==> src/rtl/dram_line_reader.sv <==
// dram_line_reader: AXI4 read master for the HDMI line fetch.
// It accepts one line request, issues INCR bursts that never cross a 4 KB
// page and streams the returned words to the pixel FIFO as buf_dout/buf_we.
//
// Handshake: an AXI transfer happens on a rising clk edge where both valid and
// ready are high. While arvalid is high, araddr/arlen are held stable. rready
// is high for the whole R state and is never withdrawn there. buf_we is a
// one-cycle strobe with no backpressure.
module dram_line_reader #(
  parameter int MAX_BURST = 256,
  parameter int ADDR_W    = 32
) (
  input  logic              clk,
  input  logic              rst,
  input  logic              kick,
  output logic              busy,
  input  logic [31:0]       read_addr,
  input  logic [31:0]       read_num,
  output logic [31:0]       buf_dout,
  output logic              buf_we,
  output logic [ADDR_W-1:0] m_axi_araddr,
  output logic [7:0]        m_axi_arlen,
  output logic [2:0]        m_axi_arsize,
  output logic [1:0]        m_axi_arburst,
  output logic              m_axi_arvalid,
  input  logic              m_axi_arready,
  input  logic [31:0]       m_axi_rdata,
  input  logic [1:0]        m_axi_rresp,
  input  logic              m_axi_rlast,
  input  logic              m_axi_rvalid,
  output logic              m_axi_rready,
  output logic              err
);

  typedef enum logic [1:0] {S_IDLE, S_AR, S_R, S_DONE} state_t;

  localparam logic [10:0] MAX_B = 11'(MAX_BURST);

  state_t            state_q, state_d;
  logic [31:0]       addr_q, addr_d;
  logic [31:0]       rem_q, rem_d;
  logic [8:0]        len_q, len_d;
  logic [8:0]        cnt_q, cnt_d;
  logic              busy_q, busy_d;
  logic              hold_q, hold_d;
  logic              err_q, err_d;
  logic              buf_we_q, buf_we_d;
  logic [31:0]       buf_dout_q, buf_dout_d;
  logic              arvalid_q, arvalid_d;
  logic [ADDR_W-1:0] araddr_q, araddr_d;
  logic [7:0]        arlen_q, arlen_d;

  // Candidate address/remaining count for the next burst and its length.
  logic [31:0] nxt_addr;
  logic [31:0] nxt_rem;
  logic [10:0] room;
  logic [10:0] lim;
  logic [8:0]  nxt_len;
  logic        load_burst;

  // Next burst origin: fresh request in IDLE, otherwise the end of the current burst.
  always_comb begin
    nxt_addr = addr_q + {21'd0, len_q, 2'b00};
    nxt_rem  = rem_q - {23'd0, len_q};
    if (state_q == S_IDLE) begin
      nxt_addr = {read_addr[31:2], 2'b00};
      nxt_rem  = read_num;
    end
  end

  // Burst length: limited by remaining words, MAX_BURST and words left in the 4 KB page.
  always_comb begin
    room    = 11'd1024 - {1'b0, nxt_addr[11:2]};
    lim     = (room < MAX_B) ? room : MAX_B;
    nxt_len = (nxt_rem < {21'd0, lim}) ? nxt_rem[8:0] : lim[8:0];
  end

  // Next-state and output logic of the request FSM.
  always_comb begin
    state_d    = state_q;
    addr_d     = addr_q;
    rem_d      = rem_q;
    len_d      = len_q;
    cnt_d      = cnt_q;
    busy_d     = busy_q;
    hold_d     = hold_q;
    err_d      = err_q;
    buf_we_d   = 1'b0;
    buf_dout_d = buf_dout_q;
    arvalid_d  = arvalid_q;
    araddr_d   = araddr_q;
    arlen_d    = arlen_q;
    load_burst = 1'b0;

    case (state_q)
      S_IDLE: begin
        if (kick) begin
          addr_d = nxt_addr;
          rem_d  = nxt_rem;
          busy_d = 1'b1;
          if (nxt_rem == 32'd0) begin
            // Empty request still shows a two-cycle busy pulse.
            state_d = S_DONE;
            hold_d  = 1'b1;
          end else begin
            load_burst = 1'b1;
          end
        end
      end
      S_AR: begin
        if (m_axi_arready) begin
          arvalid_d = 1'b0;
          state_d   = S_R;
        end
      end
      S_R: begin
        if (m_axi_rvalid) begin
          buf_dout_d = m_axi_rdata;
          buf_we_d   = 1'b1;
          cnt_d      = cnt_q - 9'd1;
          if (m_axi_rresp != 2'b00) err_d = 1'b1;
          if (cnt_q == 9'd1) begin
            // Our own beat count ends the burst, whatever rlast says.
            if (!m_axi_rlast) err_d = 1'b1;
            addr_d = nxt_addr;
            rem_d  = nxt_rem;
            if (nxt_rem == 32'd0) state_d = S_DONE;
            else                  load_burst = 1'b1;
          end else if (m_axi_rlast) begin
            err_d = 1'b1;
          end
        end
      end
      S_DONE: begin
        if (hold_q) begin
          hold_d = 1'b0;
        end else begin
          busy_d  = 1'b0;
          state_d = S_IDLE;
        end
      end
      default: state_d = S_IDLE;
    endcase

    if (load_burst) begin
      state_d   = S_AR;
      len_d     = nxt_len;
      cnt_d     = nxt_len;
      arvalid_d = 1'b1;
      araddr_d  = ADDR_W'(nxt_addr);
      arlen_d   = 8'(nxt_len - 9'd1);
    end
  end

  // State and datapath registers; reset aborts any burst in flight.
  always_ff @(posedge clk or posedge rst) begin
    if (rst) begin
      state_q    <= S_IDLE;
      addr_q     <= '0;
      rem_q      <= '0;
      len_q      <= '0;
      cnt_q      <= '0;
      busy_q     <= 1'b0;
      hold_q     <= 1'b0;
      err_q      <= 1'b0;
      buf_we_q   <= 1'b0;
      buf_dout_q <= '0;
      arvalid_q  <= 1'b0;
      araddr_q   <= '0;
      arlen_q    <= '0;
    end else begin
      state_q    <= state_d;
      addr_q     <= addr_d;
      rem_q      <= rem_d;
      len_q      <= len_d;
      cnt_q      <= cnt_d;
      busy_q     <= busy_d;
      hold_q     <= hold_d;
      err_q      <= err_d;
      buf_we_q   <= buf_we_d;
      buf_dout_q <= buf_dout_d;
      arvalid_q  <= arvalid_d;
      araddr_q   <= araddr_d;
      arlen_q    <= arlen_d;
    end
  end

  assign busy          = busy_q;
  assign buf_dout      = buf_dout_q;
  assign buf_we        = buf_we_q;
  assign m_axi_araddr  = araddr_q;
  assign m_axi_arlen   = arlen_q;
  assign m_axi_arsize  = 3'b010;
  assign m_axi_arburst = 2'b01;
  assign m_axi_arvalid = arvalid_q;
  assign m_axi_rready  = (state_q == S_R);
  assign err           = err_q;

endmodule

==> config.mk <==
export PLATFORM = sky130hd
export DESIGN_NAME = dram_line_reader
export DESIGN_NICKNAME = d
export VERILOG_FILES = /design/src/rtl/dram_line_reader.sv
export SDC_FILE = /design/constraint.sdc
export NUM_CORES = 1
export LEC_CHECK = 0
export ABC_AREA = 1
export CORE_UTILIZATION = 40
export CTS_CLUSTER_SIZE = 20
export DETAILED_ROUTE_END_ITERATION = 12
export GPL_ROUTABILITY_DRIVEN = 0
export PLACE_DENSITY = 0.71
export SYNTH_ARGS = -nofsm -noshare
export SYNTH_HDL_FRONTEND = slang
export SYNTH_SLANG_ARGS = --single-unit
==> constraint.sdc <==
create_clock -name clk -period 12.85 [get_ports clk]
set_input_delay 1.9275 -clock clk [delete_from_list [all_inputs] [get_ports clk]]
set_output_delay 1.9275 -clock clk [all_outputs]
set_load 0.05 [all_outputs]
# [After elaboration in Yosys (flattened, before gate mapping)]
# Cells that the tools add are included.
[totals] reg_bits=161 out_inout_bits=82 inputBits=104
[op_classes] n_eq_ne=14 add_sub_neg=5 muxes=43 reduce_logical=16 order_cmp=2
[op_table] cell="$mux W32" n=8
[op_table] cell="$pmux W32 S2" n=2
[op_table] cell="$mux W9" n=4
[op_table] cell="$add A32 B11 Y32" n=1
[op_table] cell="$logic_not A32 Y1" n=1
[op_table] cell="$lt A32 B11 Y1" n=1
[op_table] cell="$sub A32 B9 Y32" n=1
[op_table] cell="$mux W1" n=17
[op_table] cell="$mux W2" n=7
[op_table] cell="$reduce_bool A2 Y1" n=7
[op_table] cell="$lt A11 B9 Y1 const B" n=1
[op_table] cell="$mux W11" n=1
[op_table] cell="$sub A11 B10 Y11 const A" n=1
[op_table] cell="$eq A9 B1 Y1 const B" n=1
[op_table] cell="$ne A3 B3 Y1 const B" n=3
[op_table] cell="$sub A9 B1 Y9 const B" n=1
[op_table] cell="$pmux W2 S4" n=1
[op_table] cell="$sub A8 B1 Y8 const B" n=1
[op_table] cell="$ne A2 B2 Y1 const B" n=3
[op_table] cell="$pmux W1 S2" n=3
[op_table] cell="$reduce_and A2 Y1" n=3
[op_table] cell="$reduce_and A3 Y1" n=2
[op_table] cell="$reduce_and A5 Y1" n=1
[op_table] cell="$eq A2 B2 Y1 const B" n=2
[op_table] cell="6 further kinds" n=7

# [Longest topological paths before layout]
[depth] ltp_word=9 ltp_mapped=34 mapped_depth_nobuf=33

# [Least setup slack after synthesis]
# Ideal clock, no wire load.
[synth_path] path_kind="in2reg" start="input port read_addr[2]" end="register arlen_q[4], in the netlist m_axi_arlen[4]" n_path_buf=1 path_stages=29 required_time_ps=12726 arrival_ps=4756 path_slack_ps=7970 cell_sequence="inv_1 > nand2_1 > nand2_2 > ha_1 > inv_1 > nor2_2 > nand3_1 > nor2_1 > nand3_1 > nor2_1 > nor2_1 > nand2_1 > inv_1 > nand2_1 > ha_1 > a21oi_1 > nor2_1 > a211oi_1 > nand2_2 > nand2_4 > nand2_4 > buf_8 > nand2_2 > nand2_2 > ha_1 > nand2_1 > nor2_2 > nor2_1 > a21oi_1"
[synth_via] elab_chain_cells=7
[synth_rtl] element="start: declaration" line="17" text="input logic [31:0] read_addr,"
[synth_rtl] element="$mux W32 *" line="65" text="if (state_q == S_IDLE) begin"
[synth_rtl] element="$sub A11 B10 Y11 *" line="73" text="room = 11'd1024 - {1'b0, nxt_addr[11:2]};"
[synth_rtl] element="$lt A11 B9 Y1" line="74" text="lim = (room < MAX_B) ? room : MAX_B;"
[synth_rtl] element="$mux W11 *" line="74"
[synth_rtl] element="$lt A32 B11 Y1" line="75" text="nxt_len = (nxt_rem < {21'd0, lim}) ? nxt_rem[8:0] : lim[8:0];"
[synth_rtl] element="$mux W9 *" line="75"
[synth_rtl] element="$sub A8 B1 Y8 *" line="151" text="arlen_d = 8'(nxt_len - 9'd1);"
[synth_rtl] element="end signal: assignment" line="184" text="arlen_q <= arlen_d;"
[synth_rtl] element="end: declaration" line="51" text="logic [7:0] arlen_q, arlen_d;"
# Every way passes the cells marked *; elsewhere a longest branch is shown, timed or not.
# A chain may end at the register's enable or synchronous reset.

# [Final worst setup path]
[layout_path] start="input port read_addr[2]" end="register arlen_q[6], in the netlist m_axi_arlen[6]"
# The elaborated chain is that of the path after synthesis.

==> out/qor.yml <==
yosys_warnings: 0
areaGrowthSynthToFinish_pct: 26.89
count_of_cell_types_in_the_netlist: 53
mux_share_of_post_synthesis_cell_area_pct: 0
synth_top_area_share_pct: 40.86
detailedRoute.firstPassIterationCount: 5
drt_iter0_markers: 677
kind_of_end_point_of_the_critical_path: "flop"
hold_bufs_at_cts: 0
synth-async-reset-ratio_pct: 100.0
clk_latency_ps: 440
global_route.usage.met1_pct: 29.13
cp.required_ps: 13170
timing.setup.tns_ps: 0
dr_total_vias: 9196
route.detailed.drc: 0
cts_repair_resize_count: 0
globalRouteMet2Util_pct: 36.14
timing.hold.worst.class: "flop to flop"
floorplan.core_area_um2: 24250
drive_above_1_share_pct: 7.869
timing.slew.headroom_pct: 39.71
slew_violations: 0
reg2reg_setup_slack_ps: 7950
cp_max_fo: 8
power.static_leakage_nw: 6.068
clock_skew_ps: 14.24
critPathMaxStageDelay_ps: 450
boundaryPins: 186
synth.cell_area_um2: 9859
synthCells: 1353
layout.core_utilization_pct: 51.59
chipWidth_um: 159
final_cell_area_um2: 12510
power_per_cell_area_nw_per_um2: 302.8
worst_setup_hold_path_clk_slew_ps: 70
ys_seq_area_share_pct: 40.86
layout.nets: 1649
routed_wirelength_um: 26820
r2r_start: "state_q[0]"
globalRoute.totalOverflow: 0
first_global_vias: 8762
timing.critical_path.arrival_ps: 5730
all_layer_global_routing_usage_pct: 21.84
synth_top_family_by_area: "simple AND/OR/NAND/NOR gates"
startpoint: "read_addr[2]"
pin_count_of_the_biggest_net_entering_global_routing: 99
placement.cell_area_um2: 11890
tritoncts_clock_tree: "yes"
synthesized_area_fraction_occupied_by_adder_cells_pct: 4.340
path_common_cell: "sky130_fd_sc_hd__nand2_1"
floorplan.die.height_um: 159
initial_utilization_pct: 40.66
unrepaired_setup_endpoints_after_global_routing: "false"
maxCapViolCount: 0
finalCritPeriodShare_pct: 42.09
placement_rows: 57
grt-busiest-layer: "met2"
synth_compound_gate_area_share_pct: 11.19
final_critical_period_ps: 5409
max_slew.worst_pin.slew_ps: 904.3
globalRouteMet3Util_pct: 3.959
viasPerCell: 4.973
timing_hold_violations_final: 0
flip_flop_and_latch_count_after_synthesis: 161
ctsHtreeMaxLevel: 4
worst_ir_drop_vdd_uv: 173.2
worst_setup_path_start_kind: "input pin"
outcome: "complete, no violations"
count_of_antenna_violating_nets_left_after_detailed_routing: 0
min-delay-start: "buf_dout[9]"
num_antenna_cells: 0
synth_area_in_xor_xnor_pct: 2.487
synth.largest_area_cell: "sky130_fd_sc_hd__dfrtp_1"
grt_first_pass_wirelength_um: 44190
synth_top_cells_by_area: "sky130_fd_sc_hd__dfrtp_1 41%, sky130_fd_sc_hd__nand2_1 16%, sky130_fd_sc_hd__inv_1 5.9%"
post_cts_setup_buffer_count: 0
cts_sinks: 161
fill_cells: 2376
detailedPlacementHpwl_um: 19250
post_synthesis_simple_gate_area_fraction_pct: 32.09
port_buffers: 178
postSynth.topFlopCell: "sky130_fd_sc_hd__dfrtp_1"
initial_antenna_violation_count: 0
setup_viol: 0
synth_edf_count: 0
fmax_ghz: 0.1849
tritoncts.num_buffers: 17
total_power_mw: 3.789
criticalPathCategory: "input pin to flop"
wl_per_cell_um: 14.50
clk_root_buffer_cell: "sky130_fd_sc_hd__clkbuf_16"
synth_area_per_cell_um2: 7.287
clk_path_buf_depth: 2
dieArea_um2: 25280
slowest_stage: "sky130_fd_sc_hd__clkdlybuf4s50_1"
area by class of cell:
type                    instances  area [µm²]  area share [%]
inverters                     165       624.3           4.991
clock inverters                14       183.9           1.470
flip-flops and latches        161        4029           32.20
multi-input cells             981        4987           39.86
well taps                     324       405.4           3.240
repair buffers                186        1842           14.72
clock buffers                  18       439.2           3.510
power breakdown:
| part | switching (mW) | total [mW] | internal [mW] |
|---|---|---|---|
| registers | 0.167 | 0.894 | 0.727 |
| logic | 1.58 | 2.35 | 0.766 |
| clock network | 0.242 | 0.545 | 0.303 |
| total | 1.99 | 3.79 | 1.80 |
cell families after synthesis:
family / after synthesis
xor gates and xnor gates: 28
adders and majority gates: 33
AOI/OAI and AO/OA: 191
and+or+nand+nor: 723
other: 2
buffers and inverters: 215
DFF: 161
metrics by stage:
| step | std cells | worst slack (ps) | hold slack (ps) |
|---|---|---|---|
| finish | 1849 | 7441 | 471.9 |
| global route | 1849 | 7066 | 484.6 |
| CTS | 1849 | 7500 | 476.3 |
| detailed placement | 1817 | 7043 | 457.7 |
| global placement | 1817 | 7109 | 453.2 |
| floorplan | 1357 | 6574 | 453.0 |
sequential cells by signal, summed over array words and instances (netlist names):
| signal | flops |
|---|---|
| addr_q | 32 |
| buf_dout | 32 |
| buf_we | 1 |
| busy | 1 |
| cnt_q | 9 |
| err | 1 |
| hold_q | 1 |
| len_q | 9 |
| m_axi_araddr | 32 |
| m_axi_arlen | 8 |
| m_axi_arvalid | 1 |
| rem_q | 32 |
| state_q | 2 |
cells in the final DEF (no fill, tap or decap), types with 8 or more instances in the layout:
cell                              instances
sky130_fd_sc_hd__o21ai_0                 96
sky130_fd_sc_hd__or2_2                    9
sky130_fd_sc_hd__xor2_1                  20
sky130_fd_sc_hd__nor2_1                 111
sky130_fd_sc_hd__buf_4                    8
sky130_fd_sc_hd__nand3_1                 88
sky130_fd_sc_hd__a31oi_1                 26
sky130_fd_sc_hd__nor3_1                  10
sky130_fd_sc_hd__dfrtp_1                161
sky130_fd_sc_hd__nand2_1                429
sky130_fd_sc_hd__nor2_2                   9
sky130_fd_sc_hd__inv_1                  153
sky130_fd_sc_hd__a21oi_1                 29
sky130_fd_sc_hd__o21ai_1                 13
sky130_fd_sc_hd__clkbuf_16               17
sky130_fd_sc_hd__nand2_2                 19
sky130_fd_sc_hd__ha_1                    31
sky130_fd_sc_hd__xnor2_1                  8
sky130_fd_sc_hd__nand4_1                 17
sky130_fd_sc_hd__clkdlybuf4s50_1        178
sky130_fd_sc_hd__inv_2                   10
worst paths after layout:
check | endpoint | cells after the start
worst min-delay path | buf_dout[9] | 2
worst max-delay path | m_axi_arlen[6] | 29
max in group asynchronous | m_axi_araddr[5] | 3
worst max register to register | m_axi_arlen[6] | 30
min in group asynchronous | err | 2
worst min register to register | buf_dout[9] | 2
critical path, delay by kind of cell:
| kind | cells | cell delay (ps) |
|---|---|---|
| simple gates | 20 | 1950 |
| buf+inv | 4 | 810 |
| fa+ha+maj | 3 | 680 |
| compound gates | 2 | 350 |
metal layers:
layer	vias up	part of all wire, %
met5	-	0
met4	0	2.1
met3	42	4.5
met2	249	48
met1	4277	46
li1	4628	-
cell usage after synthesis, types with 3 or more instances:
master	n
sky130_fd_sc_hd__nand2_4	5
sky130_fd_sc_hd__nand4_1	17
sky130_fd_sc_hd__nand3_1	88
sky130_fd_sc_hd__nor2_2	10
sky130_fd_sc_hd__o31ai_1	6
sky130_fd_sc_hd__or2_2	9
sky130_fd_sc_hd__a21oi_1	29
sky130_fd_sc_hd__nand3b_1	3
sky130_fd_sc_hd__buf_4	6
sky130_fd_sc_hd__o21ai_0	96
sky130_fd_sc_hd__nand2_2	19
sky130_fd_sc_hd__xor2_1	20
sky130_fd_sc_hd__nor3_2	4
sky130_fd_sc_hd__buf_6	4
sky130_fd_sc_hd__a21oi_4	3
sky130_fd_sc_hd__inv_1	155
sky130_fd_sc_hd__a22o_1	3
sky130_fd_sc_hd__nand2_1	429
sky130_fd_sc_hd__o21bai_1	3
sky130_fd_sc_hd__nor2_4	4
sky130_fd_sc_hd__ha_1	31
sky130_fd_sc_hd__inv_2	10
sky130_fd_sc_hd__a31oi_1	26
sky130_fd_sc_hd__dfrtp_1	161
sky130_fd_sc_hd__xnor2_1	8
sky130_fd_sc_hd__buf_2	8
sky130_fd_sc_hd__nor2_1	112
sky130_fd_sc_hd__nor3_1	10
sky130_fd_sc_hd__clkbuf_1	28
sky130_fd_sc_hd__o21ai_1	14
Power figures use the tool's default switching activity.
